==> src/rtl/and_gate_arbiter.sv <==
// and_gate_arbiter: round-robin sequencer that shares one combinational and_gate among NUM_REQ requesters
module and_gate_arbiter #(
  parameter int NUM_REQ = 4,
  parameter int WIDTH = 1
) (
  input  logic                     clk,
  input  logic                     rst_n,
  input  logic [NUM_REQ-1:0]       req,
  input  logic [NUM_REQ*WIDTH-1:0] req_a,
  input  logic [NUM_REQ*WIDTH-1:0] req_b,
  output logic [NUM_REQ-1:0]       gnt,
  output logic [NUM_REQ-1:0]       done,
  output logic [WIDTH-1:0]         result,
  output logic                     busy,
  output logic [WIDTH-1:0]         gate_a,
  output logic [WIDTH-1:0]         gate_b,
  input  logic [WIDTH-1:0]         gate_y
);
  localparam int IW = $clog2(NUM_REQ);
  typedef enum logic [1:0] {IDLE, DRIVE, RESP} state_t;
  state_t state, state_nxt;
  logic [IW-1:0] ptr, sel;
  logic sel_valid;
  logic [NUM_REQ-1:0] ptr_oh;
  assign ptr_oh = NUM_REQ'(1) << ptr;
  // rotating-priority search starting just after the last granted requester
  always_comb begin
    sel = ptr;
    sel_valid = 1'b0;
    for (int k = 1; k <= NUM_REQ; k++) begin
      if (!sel_valid && req[(int'(ptr) + k) % NUM_REQ]) begin
        sel = IW'((int'(ptr) + k) % NUM_REQ);
        sel_valid = 1'b1;
      end
    end
  end
  // state register; reset aborts any operation in flight
  always_ff @(posedge clk) begin
    state <= !rst_n ? IDLE : state_nxt;
  end
  // next state and decoded pulses; ptr names the owner once a grant is made
  always_comb begin
    state_nxt = state == IDLE ? (sel_valid ? DRIVE : IDLE) : state == DRIVE ? RESP : IDLE;
    gnt = state == DRIVE ? ptr_oh : '0;
    done = state == RESP ? ptr_oh : '0;
    busy = state != IDLE;
  end
  // operand latch and pointer update on grant, result capture in DRIVE, operand clear after RESP
  always_ff @(posedge clk) begin
    if (!rst_n) begin
      ptr <= IW'(NUM_REQ - 1);
      gate_a <= '0;
      gate_b <= '0;
      result <= '0;
    end else begin
      if (state == IDLE && sel_valid) begin
        ptr <= sel;
        gate_a <= req_a[int'(sel)*WIDTH +: WIDTH];
        gate_b <= req_b[int'(sel)*WIDTH +: WIDTH];
      end
      if (state == DRIVE) result <= gate_y;
      if (state == RESP) begin
        gate_a <= '0;
        gate_b <= '0;
      end
    end
  end
endmodule
==> config.mk <==
export PLATFORM = sky130hd
export DESIGN_NAME = and_gate_arbiter
export DESIGN_NICKNAME = d
export VERILOG_FILES = /design/src/rtl/and_gate_arbiter.sv
export SDC_FILE = /design/constraint.sdc
export NUM_CORES = 1
export LEC_CHECK = 0
export CORE_MARGIN = 2
export CORE_UTILIZATION = 47
export DETAILED_ROUTE_END_ITERATION = 12
export PLACE_DENSITY = 0.87
export SLEW_MARGIN = 20
export SYNTH_ARGS = -nofsm -noshare
export SYNTH_HDL_FRONTEND = slang
export SYNTH_SLANG_ARGS = --single-unit
==> constraint.sdc <==
create_clock -name clk -period 3.8 [get_ports clk]
set_clock_uncertainty 0.05 [all_clocks]
set_input_delay 0.76 -clock clk [delete_from_list [all_inputs] [get_ports clk]]
set_output_delay 0.76 -clock clk [all_outputs]
set_load 0.03 [all_outputs]
After elaboration in Yosys (flattened, before gate mapping) --
Index checks and enable logic that the tools add are counted. W data, S select, Z words.
Storage, ports and cells: register bits 7, output and inout port bits 12, bits of input ports 15
Cells by class: bitwise operators 5, order comparisons 4, shift-type cells 3, add/subtract/negate cells 4, reductions and logical operators 14, equal/unequal tests 2, mux-type cells 25
Operator list (count):
- $lt A3 B4 Y1 const B | 4
- $mux W1 | 13
- $mux W2 | 6
- $reduce_or A2 Y1 | 5
- $bmux W1 S2 | 4
- $mux W4 | 2
- $shiftx A4 B3 Y1 | 2
- $add A2 B1 Y2 const B | 2
- $add A2 B2 Y2 const B | 2
- $and A1 B1 Y1 const A | 4
- $logic_and A1 B1 Y1 | 4
- $shl A1 B2 Y4 const A | 1
- $logic_not A1 Y1 | 3
- $eq A2 B1 Y1 const B | 1
- $eq A2 B2 Y1 const B | 1
- $logic_not A2 Y1 | 1
- $reduce_bool A2 Y1 | 1
- $not A1 Y1 | 1

Logic depth before layout (Yosys ltp) --
Gate-level depths: netlist (run 1).
depth in word-level cells 18, mapped depth 9, gate-level depth less buffers 8

Worst setup path before layout (run 1) --
OpenSTA, ideal clock, no wires.
kind input-to-reg, start point in req[3], end point reg gate_a, stages on the path 7, setup time 0.067 ns, path buffers 1, setup slack 1.295 ns, data arrival time 2.388 ns, required time 3.683 ns, cells stage by stage clkbuf_2 mux4_1 nor2_1 nand3b_1 a32oi_2 mux2_2 o21ai_2
Between the ends: cells in the longest elaborated chain, start to end 14, elaborated cells on any way between the ends 28, those cells by class shift: 1; mux: 20; reduce/logical: 7
RTL lines:
- from (decl) | RTL line 8 | input logic [NUM_REQ-1:0] req,
- $bmux W1 S2 | RTL line 31 | if (!sel_valid && req[(int'(ptr) + k) % NUM_REQ]) begin
- $mux W1 (not written as such) (2 in a row) | RTL line 31
- $mux W1 | RTL line 31
- $logic_not A1 Y1 | RTL line 31
- $logic_and A1 B1 Y1 | RTL line 31
- $mux W1 | RTL line 31
- $logic_not A1 Y1 | RTL line 31
- $logic_and A1 B1 Y1 | RTL line 31
- $mux W1 | RTL line 31
- $logic_not A1 Y1 | RTL line 31
- $logic_and A1 B1 Y1 | RTL line 31
- $mux W2 / $mux W1 (equally long branches) | RTL line 31
- $shiftx A4 B3 Y1 / $logic_and A1 B1 Y1 (equally long branches) | RTL line 58, 56
- to (signal assigned) | RTL line 58 | gate_a <= req_a[int'(sel)*WIDTH +: WIDTH];
- to (decl) | RTL line 15 | output logic [WIDTH-1:0] gate_a,
Several ways; a longest one is shown, not always the timed one. The select of a mux whose other input is x is not followed. A chain may end at the register's enable or synchronous reset.

Final worst setup path (run 1) --
start point reg ptr[0], end point out gnt[3]
Between the ends: cells in the longest elaborated chain, start to end 2
RTL lines:
- from (decl) | RTL line 22 | logic [IW-1:0] ptr, sel;
- from (signal assigned) | RTL line 51 | ptr <= IW'(NUM_REQ - 1);
- from (signal assigned) | RTL line 57 | ptr <= sel;
- $shl A1 B2 Y4 | RTL line 25 | assign ptr_oh = NUM_REQ'(1) << ptr;
- $mux W4 | RTL line 44 | gnt = state == DRIVE ? ptr_oh : '0;
- to (decl) | RTL line 11 | output logic [NUM_REQ-1:0] gnt,
No other way between the ends.

==> out/metrics.csv, run 1 <==
metric,value,unit
status,completed,
drt-vias-per-instance,5.56,
grt_max_degree,15,
initial_utilization,50.5,%
wire_per_inst,12.8,um
maxCapViolCount,0,
crit_type,reg2out,
power,0.720,mW
cp_slowest_cell,dfxtp_1,
max_freq,343,MHz
cp_max_fo,14,
gp_congestion,0.724,
peakVddDrop,0.435,mV
critical_path.cell_chain,ha_1 > and2_1 > clkdlybuf4s50_1,
cts_tree,done,
power_frac_seq,21.0,%
grt_pass1_vias,654,
setup_violations,0,
final_nets,125,
cts_sinks,7,
cts-htree-levels,1,
fin_cells,121,
dieHeight,44.2,um
tightestPinTransition,731,ps
antennaDiodeCount,0,
min_period_over_period,76.8,%
p_sw,0.314,mW
die-area,1960,um^2
hold_viol_final,0,
drtIter0Drc,6,
avgSynthCellArea,9.63,um^2
io_buffers,26,
antenna_found_initial,0,
relSlewSlack,51.2,%
io_pins,27,
syn_area,761,um^2
synth_flop_cell,dfxtp_1,
gr-total-overflow,0,
drv_slew,0,
areaGrowthSynthToFinish,35.7,%
fin_area,1030,um^2
pwr-share-comb,69.4,%
cp_top_family,flip-flops,
period_minus_slack,2920,ps
final_common_cell,clkdlybuf4s50_1,
yosysWarnings,0,
die_w,44.2,um
setup_tns,0,ps
syn_nets,98,
drt-total-wl,1550,um
worst_hold_path_type,reg2reg,
cts_made_buffers,3,
crit_required,2990,ps
ys_ff_latch,7,
place_inst,117,
drive_above_1_share,14.3,%
mostFrequentLayoutCells,"clkdlybuf4s50_1 (26), and2_1 (9), mux2i_1 (7), dfxtp_1 (7)",
p_leak,0.423,nW
postCtsHoldBufs,0,
cts_setup_buffers,0,
cts.reportedPaths.clkPinSlew,60,ps
synth_cells,79,
core_area,1510,um^2
cts_resized,0,
rsz0062_at_grt,no,
cp.arrival,2110,ps
p_int,0.405,mW
num_vias,673,
worstSetupStartpointType,register,
num_rows,14,
p_per_area,697,nW/um^2
ys_seq_area_share,18.4,%
grt.total_usage,18.9,%
netSwitchingFraction,43.7,%
root_buffer,clkbuf_4,
slowest_delay,790,ps
place_area,1010,um^2
firstDrtPassIters,2,
synth-edff-count,0,
drc,0,
drtAntennaViolNets,0,
synth_cell_types,36,
clockPowerShare,9.6,%
clk_path_buf_depth,2,
path_buf_inv,1,
ys_async_sr_fraction,0,%
grt_pass1_wl,2700,um
clk_latency,260,ps
end_kind,output pin,
-- cell families (layout without fill, tap and decap cells) --
group | after synthesis | in the layout | share of synthesized area, %
adder cells (fa/ha/maj) | 4 | 4 | 6.58
flip-flops | 7 | 7 | 18.4
buffers and inverters | 10 | 36 | 8.22
AND/OR/NAND/NOR | 31 | 31 | 23.4
XOR/XNOR | 1 | 1 | 3.62
multiplexers | 14 | 14 | 26.5
AO/OA/AOI/OAI | 12 | 12 | 13.3
-- synthesized netlist by cell type, drive strengths merged (2+ instances only) --
library cell  instances  share of area [%]
nor2b                 4                3.3
and2                  9                7.4
ha                    4                6.6
mux2i                 7                9.2
dfxtp                 7                 18
nand2                 4                2.0
nand2b                3                2.5
o21ai                 4                3.1
buf                   3                3.9
mux4                  4                 13
o22ai                 2                1.6
mux2                  3                4.4
nand3                 4                2.6
or3                   2                1.8
inv                   5                3.1
-- flip-flops by register name (all words and copies together) (netlist names) --
register  cells
gate_a        1
ptr           2
gate_b        1
result        1
state         2
-- worst min-delay path, delay by kind of cell (launching register included) --
| kind | cells | cell delay [ps] |
|---|---|---|
| compound gates | 1 | 50 |
| flops | 1 | 320 |
| simple gates | 1 | 60 |
-- through the flow --
stage	hold slack (ps)	utilization, %	worst slack, ps
after floorplan	535	-	1290
after global placement	408	66.8	767
after detailed placement	422	66.8	671
after CTS	435	68.5	852
after global routing	447	68.5	746
final	429	68.5	883
-- routing by layer --
layer | wire (um) | track usage (%) | up-vias
li1 | - | - | 337
met3 | 64 | 6.12 | 2
met2 | 851 | 33.2 | 20
met5 | 0 | 0 | -
met1 | 627 | 21.7 | 314
met4 | 8 | 5.45 | 0
-- power groups by stage --
| stage | clock network, mW | logic, mW | registers, mW |
|---|---|---|---|
| final | 0.0692 | 0.499 | 0.151 |
| after global routing | 0.0802 | 0.543 | 0.159 |
| after CTS | 0.0710 | 0.506 | 0.152 |
| after detailed placement | 0 | 0.505 | 0.152 |
| after global placement | 0 | 0.488 | 0.151 |
| after floorplan | 0 | 0.421 | 0.140 |
-- worst paths after layout --
check                 to  depth (start not counted)   start  slack (ps)
setup / recovery  gnt[3]                          3  ptr[0]         880
hold / removal    gate_b                          2  gate_b         430
setup reg to reg  gate_a                          8  ptr[0]        1020
hold reg to reg   gate_b                          2  gate_b         430
-- layout make-up --
class	instances	area, um^2
Timing Repair Buffer	26	260
Tap cell	16	20.0
Inverter	6	27.5
Multi-Input combinational cell	62	558
Fill cell	119	474
Sequential cell	7	140
Clock buffer	4	26.3
Power figures use the tool's default switching activity.
==> inputs of run 2 (changes only) <==
--- a/config.mk
+++ b/config.mk
@@ -6,9 +6,9 @@
 export NUM_CORES = 1
 export LEC_CHECK = 0
 export CORE_MARGIN = 2
-export CORE_UTILIZATION = 47
+export CORE_UTILIZATION = 44
 export DETAILED_ROUTE_END_ITERATION = 12
-export PLACE_DENSITY = 0.87
+export PLACE_DENSITY = 0.83
 export SLEW_MARGIN = 20
 export SYNTH_ARGS = -nofsm -noshare
 export SYNTH_HDL_FRONTEND = slang
==> constraint.sdc (replaced) <==
create_clock -name clk -period 2.8 [get_ports clk]
set_clock_uncertainty 0.05 [all_clocks]
set_input_delay 0.56 -clock clk [delete_from_list [all_inputs] [get_ports clk]]
set_output_delay 0.56 -clock clk [all_outputs]
set_load 0.03 [all_outputs]
==> run 2 against run 1 <==
Worst hold slack got worse by 9.7 ps; sequential share of layout area down 0.58 points; register-to-register slack got worse by 720 ps; clock-buffer cell count did not move; die area grew 6.2%; critical endpoint is now gate_a.
==> out/metrics.csv, run 2 (synthesis gave the netlist of run 1 again) <==
metric,value,unit,change
drv_slew,0,,unchanged
drtIter0Drc,8,,+2
mostFrequentLayoutCells,"clkdlybuf4s50_1 (26), and2_1 (9), mux2i_1 (7), dfxtp_1 (7), buf_4 (6)",,
drive_above_1_share,18.9,%,+4.6 points
grt_pass1_vias,644,,-1.5%
rsz0062_at_grt,no,,
wl_met1,706,um,+13%
grt_pass1_wl,2700,um,+0.26%
cts_tree,done,,
hold_viol_final,0,,unchanged
gr-total-overflow,0,,unchanged
num_rows,15,,+1
setup_violations,0,,unchanged
maxCapViolCount,0,,unchanged
status,completed,,
cts-htree-levels,1,,unchanged
cts_sinks,7,,unchanged
crit_type,in2reg,,
p_leak,0.451,nW,+6.6%
reg_top3,"ptr (2), state (2)",,
p_per_area,927,nW/um^2,+33%
drc,0,,unchanged
final_common_cell,clkdlybuf4s50_1,,
wl_met2,862,um,+1.3%
gp_congestion,0.751,,+3.6%
drt-total-wl,1620,um,+4.5%
max_freq,387,MHz,
initial_utilization,45.5,%,-5.0 points
grt.total_usage,17.7,%,-1.1 points
firstDrtPassIters,4,,+2
io_buffers,26,,unchanged
clk_path_buf_depth,2,,unchanged
dieHeight,45.6,um,+3.1%
place_hpwl,1360,um,
wire_per_inst,12.7,um,-1.2%
relSlewSlack,72.9,%,+22 points
crit_required,2940,ps,-50 ps
setup_tns,0,ps,unchanged
antenna_found_initial,0,,unchanged
root_buffer,clkbuf_4,,
worst_hold_path_type,reg2reg,,
drt-vias-per-instance,5.34,,-4.1%
die-area,2080,um^2,+6.2%
peakVddDrop,0.472,mV,+8.6%
areaGrowthSynthToFinish,41.8,%,
cts_setup_buffers,0,,unchanged
wl_met3,53,um,-17%
cts_resized,0,,unchanged
holdWs,420,ps,-9.66 ps
cp.arrival,2720,ps,+610 ps
cts_made_buffers,3,,unchanged
cts.reportedPaths.clkPinSlew,50,ps,about the same
core_area,1670,um^2,+11%
grt_max_degree,11,,-4
clk_latency,250,ps,about the same
postCtsHoldBufs,0,,unchanged
drtAntennaViolNets,0,,unchanged
fillerInstances,140,,+18%
worstSetupStartpointType,input pin,,
tightestPinTransition,406,ps,-325 ps
num_vias,683,,+1.5%
io_pins,27,,unchanged
power,1.00,mW,+39%
period_minus_slack,2580,ps,
final_nets,131,,+4.8%
antennaDiodeCount,0,,unchanged
top_layer_used,met3,,
die_w,45.6,um,+3.1%
cp_max_fo,7,,-7
end_kind,register,,
min_period_over_period,92.2,%,
[run 2: cell count changes in the layout (fill, tap and decap cells not counted)]
cell	previous run	this run
buf_4	0	6
[run 2: worst max-delay path, stage by stage]
cell and delay, ps:
clkdlybuf4s50_1 520, mux4_1 600, nor2_1 180, nand3b_1 110, a32oi_2 270, mux2_2 370
o21ai_2 100
[run 2: per-stage QoR]
stage	cells	cell area, um^2	utilization (%)	setup slack (ps)
floorplan	79	761	-	449
CTS	128	1080	64.6	223
global route	128	1080	64.6	124
detailed placement	124	1050	63.0	-37.7
finish	128	1080	64.6	218
global placement	124	1050	63.0	34.8
[run 2: worst paths after layout]
kind          start  endpoint  slack [ps]  cells after the start
max          req[3]    gate_a         220                      7
max reg2reg  ptr[0]    gate_a         300                      8
min reg2reg  gate_a    gate_a         420                      2
min          gate_a    gate_a         420                      2
[run 2: routing by layer]
layer / vias up / global-route usage (%)
met5: - / 0
met4: 0 / 1.76
met3: 0 / 5.16
met2: 15 / 29.6
met1: 317 / 23.5
li1: 351 / -
[run 2: layout make-up]
| cell class | instances | area [um^2] | share of cell area (%) |
|---|---|---|---|
| Timing Repair Buffer | 32 | 305 | 28.3 |
| Sequential cell | 7 | 140 | 13.0 |
| Multi-Input combinational cell | 62 | 558 | 51.7 |
| Tap cell | 17 | 21.3 | 1.97 |
| Clock buffer | 4 | 26.3 | 2.44 |
| Inverter | 6 | 27.5 | 2.55 |
[run 2: report_power, final]
group | switching (mW) | total [mW] | internal [mW] | leakage [nW]
clock network | 0.0385 | 0.0930 | 0.0545 | 0.0150
logic | 0.358 | 0.740 | 0.382 | 0.379
registers | 0.0346 | 0.167 | 0.133 | 0.0579
total | 0.431 | 1.00 | 0.569 | 0.451
==> inputs of run 3 (changes only) <==
--- a/config.mk
+++ b/config.mk
@@ -5,10 +5,12 @@
 export SDC_FILE = /design/constraint.sdc
 export NUM_CORES = 1
 export LEC_CHECK = 0
+export ABC_AREA = 1
 export CORE_MARGIN = 2
-export CORE_UTILIZATION = 44
+export CORE_UTILIZATION = 42
 export DETAILED_ROUTE_END_ITERATION = 12
-export PLACE_DENSITY = 0.83
+export GPL_ROUTABILITY_DRIVEN = 0
+export PLACE_DENSITY = 0.82
 export SLEW_MARGIN = 20
 export SYNTH_ARGS = -nofsm -noshare
 export SYNTH_HDL_FRONTEND = slang
==> run 3 against run 2 <==
Total power rose by 3.0%; register-to-register slack improved by 390 ps; worst hold slack improved by 76 ps; highest routed layer unchanged; critical path depth fell by 3; sequential power up 5%; sequential share of layout area up 1.4 points; global-route usage is 1.0 points higher; core utilization rose by 0.72 points; largest power group unchanged; die area is 7.6% lower; clock power is 4.6% lower.
==> out/metrics.csv, run 3 <==
metric,value,unit,change
avgSynthCellArea,5.74,um^2,-40%
drv_slew,0,,unchanged
grt_max_degree,10,,-1
rr_startpoint,ptr[0],,
p_leak,0.519,nW,+15%
syn_nets,135,,+38%
antenna_found_initial,0,,unchanged
max_freq,405,MHz,+4.5%
cts_sinks,7,,unchanged
synth_area_leaders,"dfxtp_1 (21%), nand3_1 (15%), nand2_1 (15%)",,
clk_latency,250,ps,about the same
drtIter0Drc,9,,+1
utilization,65.3,%,+0.72 points
detailedPlace.worstSlack,589,ps,+627 ps
ys_top_cells_by_count,"nand2_1 (26), inv_1 (22), nand3_1 (20), nor2_1 (16)",,
ff2ff_path_depth,13,,+5
reg_top3,"ptr (2), state (2)",,
synth_flop_cell,dfxtp_1,,
hold_path_end,result,,
maxCapViolCount,0,,unchanged
rrSetupSlack,690,ps,+390 ps
drt-vias-per-instance,4.86,,-8.8%
p_per_area,1060,nW/um^2,+14%
cp_max_fo,9,,+2
worstSetupStartpointType,register,,
drt-total-wl,1620,um,-0.37%
final_nets,166,,+27%
die-area,1920,um^2,-7.6%
cp.arrival,1860,ps,-860 ps
synth_cells,116,,+47%
areaGrowthSynthToFinish,46.1,%,
worst_hold_path_type,reg2reg,,
wire_per_inst,9.98,um,-21%
postCtsHoldBufs,0,,unchanged
syn_area,666,um^2,-13%
initial_utilization,44.7,%,-0.84 points
tightestPinTransition,403,ps,-2.88 ps
dieHeight,43.8,um,-3.9%
yosysWarnings,0,,unchanged
ys_ff_latch,7,,unchanged
gr-total-overflow,0,,unchanged
drc,0,,unchanged
die_w,43.8,um,-3.9%
cts_setup_buffers,0,,unchanged
synth_most_common_cell,nand2_1,,
ys_async_sr_fraction,0,%,unchanged
holdPathStages,2,,unchanged
layout.area.seq,140,um^2,unchanged
clk_path_buf_depth,2,,unchanged
yosys.area.top_type,dfxtp_1,,
fin_area,972,um^2,-9.9%
num_vias,788,,+15%
status,completed,,
antennaDiodeCount,0,,unchanged
end_kind,output pin,,
grt_pass1_wl,2800,um,+3.6%
relSlewSlack,73.1,%,+0.19 points
place_area,946,um^2,-10%
grt.total_usage,18.8,%,+1.0 points
io_buffers,26,,unchanged
drive_above_1_share,11.0,%,-8.0 points
peakVddDrop,0.635,mV,+34%
multiInputGateArea,429,um^2,-23%
cts.reportedPaths.clkPinSlew,50,ps,about the same
cts-htree-levels,1,,unchanged
num_rows,14,,-1
synth_cell_types,15,,-58%
mostFrequentLayoutCells,"nand2_1 (26), clkdlybuf4s50_1 (26), inv_1 (22), nand3_1 (20), nor2_1 (16)",,
min_period_over_period,88.3,%,-4.0 points
crit_type,reg2out,,
period_minus_slack,2470,ps,-111 ps
cts_resized,0,,unchanged
power,1.03,mW,+3.0%
place_inst,158,,+27%
crit_required,2190,ps,-750 ps
rsz0062_at_grt,no,,
ys_seq_area_share,21.1,%,+2.6 points
setup_tns,0,ps,unchanged
fillerInstances,145,,+3.6%
io_pins,27,,unchanged
grt_pass1_vias,711,,+10%
cts_tree,done,,
holdWs,495,ps,+75.8 ps
place_hpwl,1340,um,-1.1%
fin_cells,162,,+27%
synth-edff-count,0,,unchanged
setup_violations,0,,unchanged
yosysTopAreaCellShare,21.1,%,+2.6 points
drtAntennaViolNets,0,,unchanged
setup_slack,329,ps,+111 ps
timing.rr.end,gate_a,,
cts_made_buffers,3,,unchanged
hp-start,result,,
firstDrtPassIters,4,,unchanged
hold_viol_final,0,,unchanged
root_buffer,clkbuf_4,,
core_area,1490,um^2,-11%
==> run 3: cell count changes in the layout (fill, tap and decap cells not counted), sizes merged, moves of 3 or more <==
cell,before,now
nor2,1,16
nand3,4,23
inv,5,25
and2,9,0
nand2,4,33
nor2b,4,0
mux2,3,0
nand2b,3,0
buf,6,0
mux2i,7,0
mux4,4,0
==> run 3: worst max-delay path by stage <==
stage,start,to,slack [ps],depth (start not counted)
2_1_floorplan,ptr[0],gate_a,980,13
3_5_place_dp,ptr[0],gnt[1],590,4
4_1_cts,ptr[0],gnt[1],330,4
6_report,ptr[0],gnt[1],330,4
5_1_grt,ptr[0],done[2],240,5
3_3_place_gp,ptr[0],done[3],660,4
==> run 3: cell type report <==
cell class,count,area share (%)
multi-input cells,84,44.1
repair buffers,26,26.8
flip-flops and latches,7,14.4
inverters,25,9.91
clock buffers,4,2.70
well taps,16,2.06
==> run 3: layer usage <==
metal  GRT usage, %  up-vias  wire, um
li1               -      420         -
met1           22.4      351       703
met2           34.4       17       855
met3           2.50        0        57
met4           5.45        0         0
met5              0        -         0
==> run 3: power breakdown <==
| group | leakage [nW] | switching, mW | internal [mW] |
|---|---|---|---|
| clock | 0.0150 | 0.0345 | 0.0542 |
| sequential | 0.0581 | 0.0389 | 0.136 |
| combinational | 0.445 | 0.490 | 0.276 |
==> run 3: critical path: stages (launching register included) <==
cell and delay, ps:
dfxtp_1 560, ha_1 230, inv_1 60, nor2_1 90, clkdlybuf4s50_1 680
==> run 3: kinds of logic after synthesis <==
kind of cell | count (synthesis) | share of synthesized area (%)
adders and majority gates | 4 | 7.52
DFF | 7 | 21.1
buffers and inverters | 25 | 14.5
AOI/OAI and AO/OA | 6 | 5.26
and+or+nand+nor | 74 | 51.7
==> patch: new RTL, flow settings as in run 2 <==
`NUM_REQ`: 4 -> 8.
--- a/src/rtl/and_gate_arbiter.sv
+++ b/src/rtl/and_gate_arbiter.sv
@@ -1,5 +1,5 @@
 // and_gate_arbiter: round-robin sequencer that shares one combinational and_gate among NUM_REQ requesters
 module and_gate_arbiter #(
-  parameter int NUM_REQ = 4,
+  parameter int NUM_REQ = 8,
   parameter int WIDTH = 1
 ) (
Interface: changed (5 resized); port bits go from 27 to 47. No check against the original RTL was run, so the function may have changed too.
==> patch against run 2 <==
The flow now finishes with violations (setup timing). Synthesized area is 91% higher. Setup slack worse by 0.92 ns. Wire length grew to 3.1 times the old value. Cell area is 130% higher. Sequential cell count is 1 higher. Core utilization is 16 points higher. Total power grew to 3.1 times the old value.
==> patch: results (changes against run 2) <==
first-pass GRT wire length: 7510 um (+180%)
final setup TNS: -1.85 ns (-1.85 ns)
GP Congestion: 0.953 (+27%)
Post-Synth Adder-Cell Area: 0.0688 (+0.00300)
IO buf count: 46 (+77%)
top-count cell post-synth: nor2_1
Post-Layout Cell Count: 318 (+150%)
Antenna Cells: 0 (unchanged)
nets: 310 (+140%)
total number of vias: 1,813 (+170%)
Filler cells: 220 (+57%)
Seq/Total Area, Yosys: 0.110 (-0.0742)
pre-CTS setup slack: -1.03 ns (-0.997 ns)
top cells by area, synth: mux4_2 12%, mux2i_1 12%, dfxtp_1 11%, nor2_1 8.0%, ha_1 6.9%
H-tree levels: 1 (unchanged)
mux share of post-synthesis cell area: 0.341 (+0.0766)
clock transition at the registers of the reported paths: 0.06 ns
CP arrival: 3.60 ns (+0.88 ns)
syn avg cell area: 8.08 sq um (-16%)
setup ws final: -0.703 ns (-0.920 ns)
initial drt markers: 185 (+177)
Largest regs: ptr x3, state x2
P_leak: 1.06 nW (+140%)
Synth Area in Compound Gates: 0.191 (+0.0577)
hpwl dp: 3630 um (+170%)
post_cts resized: 30 (+30)
clk buf depth: 2 (unchanged)
Tot GR Track Use: 0.265 (+0.0879)
DR WL/cell: 15.9 um (+26%)
Crit path max-delay family: compound AO/OA/AOI/OAI gates
VDD IR max: 0.885 mV (+87%)
Synth Net Count: 215 (+120%)
most instantiated cells after synthesis: 31 x nor2_1, 20 x nand2_1, 17 x mux2i_1
setup bufs post-CTS: 10 (+10)
share of post-route cells with drive strength above 1: 0.380 (+0.190)
dpl cells: 300 (+140%)
vias in the first global route: 1,691 (+160%)
xor/xnor cell area share of the yosys netlist: 0.0172 (-0.0190)
max incr delay on CP: 0.45 ns (-0.15 ns)
Worst-Margin Slew: 0.305 ns (-0.101 ns)
placed cell areas: 2230 sq um (+110%)
synth unique cells: 45 (+25%)
failing checks: setup timing
Slowest cell on crit path: mux4_2
pin count of the biggest net entering global routing: 23 (+12)
Finish-stage setup viols: 5 (+5)
Slew Limit Fails: 0 (unchanged)
run status: finished, violations left
patch: changes by cell type after synthesis, sizes merged, moves of 5 or more:
cell	before	now
and2	9	2
mux2i	7	17
nand2	4	20
mux4	4	11
a21oi	1	7
nor2	1	31
inv	5	10
patch: report_power, final:
part           internal, mW  switching, mW  total, mW  leakage (nW)
Sequential            0.155         0.0333      0.189        0.0666
Combinational          1.56           1.30       2.86         0.982
Clock                0.0546         0.0409     0.0956        0.0150
Total                  1.77           1.38       3.15          1.06
patch: area by class of cell:
type / count / area, sq um / share of cell area
multi-input cells: 153 / 1360 / 0.540
clock buffers: 4 / 26.3 / 0.0104
flip-flops and latches: 8 / 168 / 0.0667
repair buffers: 99 / 863 / 0.343
inverters: 10 / 45.0 / 0.0179
well taps: 44 / 55.1 / 0.0219
patch: path summary, 6_finish.rpt:
| check | startpoint | endpoint | slack, ns | depth (start not counted) |
|---|---|---|---|---|
| setup / recovery | ptr[0]$_SDFFE_PN1P_ | gate_a$_SDFFE_PP0P_ | -0.70 | 12 |
| hold / removal | result$_SDFFE_PN0P_ | result$_SDFFE_PN0P_ | 0.43 | 2 |
| setup reg to reg | ptr[0]$_SDFFE_PN1P_ | gate_a$_SDFFE_PP0P_ | -0.70 | 12 |
| hold reg to reg | result$_SDFFE_PN0P_ | result$_SDFFE_PN0P_ | 0.43 | 2 |
patch: metal layers:
layer  vias up  part of all wire  GRT usage
met5         -                 0          0
met4         0             0.028     0.0638
met3        16             0.071     0.0546
met2        88              0.49      0.456
met1       856              0.41      0.341
li1        853                 -          -
patch: kinds of logic after synthesis:
kind of cell             after synthesis
XOR/XNOR                               2
AO/OA/AOI/OAI                         38
buffers and inverters                 19
AND/OR/NAND/NOR                       71
flip-flops                             8
adder cells (fa/ha/maj)                8
multiplexers                          34
